===== config.mk =====
export PLATFORM = sky130hd
export DESIGN_NAME = ca_code_nco
export DESIGN_NICKNAME = d
export VERILOG_FILES = /design/src/rtl/ca_code_nco.sv
export SDC_FILE = /design/constraint.sdc
export NUM_CORES = 1
export LEC_CHECK = 0
export ABC_AREA = 1
export CORE_UTILIZATION = 56
export CTS_BUF_LIST = sky130_fd_sc_hd__clkbuf_16
export DETAILED_ROUTE_END_ITERATION = 7
export HOLD_SLACK_MARGIN = 0.08
export PLACE_DENSITY = 0.83
export SETUP_SLACK_MARGIN = 0.1
export SLEW_MARGIN = 20
export SYNTH_ARGS = -nofsm -noshare
export SYNTH_HDL_FRONTEND = slang
export SYNTH_SLANG_ARGS = --single-unit

===== constraint.sdc =====
create_clock -name clk -period 2.4 [get_ports clk]
set_input_delay 0.72 -clock clk [delete_from_list [all_inputs] [get_ports clk]]
set_output_delay 0.72 -clock clk [all_outputs]
set_load 0.05 [all_outputs]

===== src/rtl/ca_code_nco.sv =====
// ca_code_nco: chipping-rate NCO that paces the C/A code generator.
// It counts chips modulo CHIPS, flags the code epoch, supports chip slew,
// taps early/prompt/late replicas at half-chip spacing and snapshots the
// code phase on request.
module ca_code_nco #(
    parameter int unsigned NCO_W   = 32,
    parameter int unsigned CHIPS   = 1023,
    parameter int unsigned PH_FRAC = 6
) (
    input  logic                  clk,
    input  logic                  rst,
    input  logic [NCO_W-1:0]      code_rate,
    input  logic                  rate_load,
    input  logic                  slew_req,
    input  logic [9:0]            slew_chips,
    input  logic                  phase_latch,
    input  logic                  chip_in,
    output logic                  ca_en,
    output logic [9:0]            chip_cnt,
    output logic                  epoch,
    output logic                  early,
    output logic                  prompt,
    output logic                  late,
    output logic                  slew_busy,
    output logic                  slew_done,
    output logic [10+PH_FRAC-1:0] code_phase
);

    localparam int unsigned CNT_W = 10;
    localparam logic [NCO_W-1:0] RATE_MAX  = {1'b0, {(NCO_W-1){1'b1}}};
    localparam logic [CNT_W-1:0] LAST_CHIP = CNT_W'(CHIPS - 1);

    typedef enum logic {
        SLEW_IDLE = 1'b0,
        SLEW_RUN  = 1'b1
    } slew_state_t;

    logic [NCO_W-1:0] rate;
    logic [NCO_W-1:0] acc;
    logic [NCO_W:0]   sum;
    logic             carry_q;
    logic             half_q;
    logic [2:0]       sr;
    logic [CNT_W-1:0] rem;
    slew_state_t      slew_st;
    logic             advance;

    // Accumulator add with carry-out; the carry marks a chip boundary.
    assign sum = {1'b0, acc} + {1'b0, rate};

    // A chip boundary advances the generator unless a slew is withholding it.
    assign advance = carry_q & ~slew_busy;
    assign ca_en   = advance;
    assign epoch   = advance & (chip_cnt == LAST_CHIP);

    assign slew_busy = (slew_st == SLEW_RUN);
    assign early     = sr[0];
    assign prompt    = sr[1];
    assign late      = sr[2];

    // Rate register; clamped below half scale so at most one half-chip event per clk.
    always_ff @(posedge clk or negedge rst) begin
        if (!rst) begin
            rate <= '0;
        end else if (rate_load) begin
            rate <= code_rate[NCO_W-1] ? RATE_MAX : code_rate;
        end
    end

    // Phase accumulator plus registered chip-boundary and half-chip event flags.
    always_ff @(posedge clk or negedge rst) begin
        if (!rst) begin
            acc     <= '0;
            carry_q <= 1'b0;
            half_q  <= 1'b0;
        end else begin
            acc     <= sum[NCO_W-1:0];
            carry_q <= sum[NCO_W];
            half_q  <= sum[NCO_W] | (~acc[NCO_W-1] & sum[NCO_W-1]);
        end
    end

    // Chip index, updated together with ca_en and wrapping at the epoch.
    always_ff @(posedge clk or negedge rst) begin
        if (!rst) begin
            chip_cnt <= '0;
        end else if (advance) begin
            chip_cnt <= (chip_cnt == LAST_CHIP) ? '0 : chip_cnt + CNT_W'(1);
        end
    end

    // Slew controller: withholds a number of chip advances, then pulses done.
    always_ff @(posedge clk or negedge rst) begin
        if (!rst) begin
            slew_st   <= SLEW_IDLE;
            rem       <= '0;
            slew_done <= 1'b0;
        end else begin
            slew_done <= 1'b0;
            case (slew_st)
                SLEW_IDLE: begin
                    if (slew_req) begin
                        rem <= slew_chips;
                        if (slew_chips == '0) begin
                            slew_done <= 1'b1;
                        end else begin
                            slew_st <= SLEW_RUN;
                        end
                    end
                end
                SLEW_RUN: begin
                    if (carry_q) begin
                        rem <= rem - CNT_W'(1);
                        if (rem == CNT_W'(1)) begin
                            slew_st   <= SLEW_IDLE;
                            slew_done <= 1'b1;
                        end
                    end
                end
                default: slew_st <= SLEW_IDLE;
            endcase
        end
    end

    // Half-chip spaced replica shift register fed by the generator chip.
    always_ff @(posedge clk or negedge rst) begin
        if (!rst) begin
            sr <= '0;
        end else if (half_q) begin
            sr <= {sr[1:0], chip_in};
        end
    end

    // Code-phase snapshot of the pre-update chip index and fractional phase.
    always_ff @(posedge clk or negedge rst) begin
        if (!rst) begin
            code_phase <= '0;
        end else if (phase_latch) begin
            code_phase <= {chip_cnt, acc[NCO_W-1 -: PH_FRAC]};
        end
    end

endmodule


==> results by group <==
Synth
  – Post-synthesis cell count: 888
  – Sequential area share after synthesis: 40.9%
  – Asr flop ratio synth: 100%
  – Synthesized flop and latch total: 106
  – Synth warn: 0
  – Post-Syn Area: 6490 µm²
  – Syn nets: 973
  – Syn avg cell area: 7.31 µm²
  – Main synth FF type: dfrtp_1
  – EDFF count, synth: 0
  – Synth unique cells: 39

Run status
  – Status: complete, no violations

Worst setup path
  – Worst reg2reg path startpoint: rate[0]$_DFFE_PN0P_
  – FF-to-FF setup slack: 310 ps
  – Maximum fanout along the worst path: 4
  – R2R cell count: 12
  – RR Endpoint: acc[28]$_DFF_PN0_
  – Setup crit start: chip_cnt[0]$_DFFE_PN0P_
  – Critical Path RT: 1680 ps
  – Setup Crit Path Kind: flop to output port
  – Worst Setup EP: epoch
  – Arr. time, crit path: 1550 ps
  – Startpoint Class: flop
  – Crit path capture type: output port

Run
  – Maxcap violations: 0

Placement
  – Post-Place Setup Slack: 290 ps
  – Routability cong.: 0.958
  – HPWL after DPL: 11100 µm
  – IO buf count: 80

Floorplanning
  – Die Ht: 110 µm
  – Chip width: 110 µm
  – # rows: 38
  – Total core area: 11100 µm²
  – DIE AREA: 12000 µm²
  – Initial Utilization: 58.6%
  – Ports: 81

Finish
  – Final nets: 1061
  – Share of cells above drive strength 1: 8.15%
  – Most frequent cells in the layout: nand2_1 (305), inv_1 (137), dfrtp_1 (104), clkdlybuf4s50_1 (63), nor2_1 (62)
  – Multi-input gate area: 3250 µm²
  – FF/Latch Area: 2660 µm²
  – Fill count: 920
  – P&R area growth vs syn: 21.1%
  – Commonest non-fill, non-tap cell in the layout: nand2_1
  – Diodes inserted: 0

Timing
  – Final period util: 94.7%
  – Slew HR: 58.0%
  – Worst Setup Slack, final: 126 ps
  – Fin Setup TNS: 0 ps
  – Worst-Margin Slew: 630 ps
  – Worst Clk Skew: 10.4 ps
  – RSZ-0062 raised after global routing: true
  – Fin crit period: 2270 ps
  – # setup viols final: 0
  – Final hold vios: 0
  – Max-slew violations: 0
  – Fmax: 440 MHz

Global route
  – Vias in the first global route: 5513
  – Gr ovfl total: 0
  – First-pass GRT wire length: 24700 µm
  – Initial antenna violation count: 0
  – Largest net degree at the start of global routing: 51
  – GRT Total Usage: 27.0%

Detailed routing
  – Via/cell ratio: 5.20
  – DRC: 0
  – Via Count: 5833
  – WL/cell: 13.3 µm
  – Iteration-0 DRC Markers: 390
  – TritonRoute pass-1 iters: 5
  – Post-route ant nets: 0
  – Routed WL: 15000 µm

Power and ir drop
  – Final Power: 8.99 mW
  – Leak: 4.32 nW
  – Clock power share: 16.3%
  – Flop pwr share: 29.3%
  – Sw Share: 45.8%
  – Share of total power in combinational logic: 54.5%
  – Worst vdd ir: 857 µV
  – Pwr Density: 1140 nW/µm²
  – Internal: 4.87 mW
  – Switching power: 4.12 mW

CTS
  – H-tree depth: 3
  – CTS Buf Count: 9
  – CTS tree: built
  – Hold_buf cts: 0
  – Max clock buf depth: 2
  – Clock-pin slew on the worst setup and hold paths: 80 ps
  – Clk root buf: clkbuf_16
  – CTS Sinks: 106
  – Clock Latency Late Sink: 360 ps

Worst hold path
  – Worst Hold Class: input pin to asynchronous set/reset pin
## Yosys cell counts, types with 8 or more instances
cell type    n  share of area, %
o21ai_0     48               3.7
nand3_1     36               2.8
dfrtp_1    106                41
nand4_1      8              0.77
clkbuf_1    12              0.69
a21oi_1     34               2.6
nand2_1    306                18
nor2_1      63               3.6
nand2_2     11               1.1
nor3_1      12              0.93
xor2_1      17               2.3
inv_1      136               7.9
ha_1        36               6.9
mux2_2       9               1.6
## worst min path at each step
stage	startpoint	endpoint	slack [ps]	cells after the start
after CTS	rst	rem[5]$_DFFE_PN0P_	390	1
after global placement	acc[0]$_DFF_PN0_	acc[0]$_DFF_PN0_	450	1
after global routing	rst	rem[5]$_DFFE_PN0P_	410	1
after detailed placement	acc[0]$_DFF_PN0_	acc[0]$_DFF_PN0_	460	1
final	rst	rem[5]$_DFFE_PN0P_	360	1
after floorplan	rst	acc[0]$_DFF_PN0_	420	0
## worst max-delay path: stages, from the launching register on
cell     delay [ps]
dfrtp_2         410
inv_2            90
ha_4            140
nand2_2          60
nor2_4          120
nand4_2         120
inv_4           110
buf_12          130
## through the flow
stage | util [%] | instances | area (µm²) | hold WS [ps]
5_1_grt | 70.9 | 1121 | 7860 | 407
4_1_cts | 70.4 | 1119 | 7800 | 392
2_1_floorplan | - | 888 | 6490 | 424
3_5_place_dp | 67.8 | 1102 | 7510 | 460
6_report | 70.9 | 1121 | 7860 | 356
3_3_place_gp | 67.8 | 1102 | 7510 | 453
## cell type report
cell class / count / share of cell area (%)
Clock buffer: 9 / 2.87
Clock inverter: 7 / 0.796
Inverter: 143 / 6.90
Multi-Input combinational cell: 623 / 41.3
Sequential cell: 106 / 33.8
Tap cell: 140 / 2.23
Timing Repair Buffer: 93 / 12.1
## state kept, by name, summed over array words and instances (netlist names)
signal	flops
slew_busy	1
acc	32
code_phase	16
slew_done	1
rate	31
rem	10
sr	3
carry_q	1
chip_cnt	10
half_q	1
## kinds of logic (layout without fill, tap and decap cells)
kind of cell | Yosys count | after routing | synth area share (%)
flip-flops | 106 | 106 | 40.9
buffers and inverters | 159 | 252 | 9.41
AND/OR/NAND/NOR | 460 | 460 | 30.2
XOR/XNOR | 17 | 17 | 2.30
AO/OA/AOI/OAI | 100 | 100 | 8.41
multiplexers | 9 | 9 | 1.56
adder cells (fa/ha/maj) | 37 | 37 | 7.25
## power groups by stage
| stage | Clock, mW | Combinational [mW] | Sequential [mW] |
|---|---|---|---|
| 5_1_grt | 1.56 | 5.55 | 2.68 |
| 4_1_cts | 1.48 | 4.85 | 2.64 |
| 6_report | 1.46 | 4.90 | 2.63 |
| 2_1_floorplan | 0 | 3.27 | 2.96 |
| 3_3_place_gp | 0 | 4.69 | 2.64 |
| 3_5_place_dp | 0 | 4.79 | 2.67 |
## layer usage
| metal | vias to the layer above | GRT usage [%] | part of all wire [%] |
|---|---|---|---|
| li1 | 2962 | - | - |
| met1 | 2660 | 34.7 | 46 |
| met2 | 175 | 45.4 | 47 |
| met3 | 36 | 6.46 | 5.1 |
| met4 | 0 | 7.33 | 2.2 |
| met5 | - | 0 | 0 |
## what timing repair did
action / CTS / global route
pin swaps: 1 / 1
setup buffers: 1 / 2
resized for setup: 9 / 13
cloned: 0 / 0
endpoints found under the hold margin: 0 / 0
endpoints found under the setup margin: 7 / 8
(Power assumes the default switching activity.)
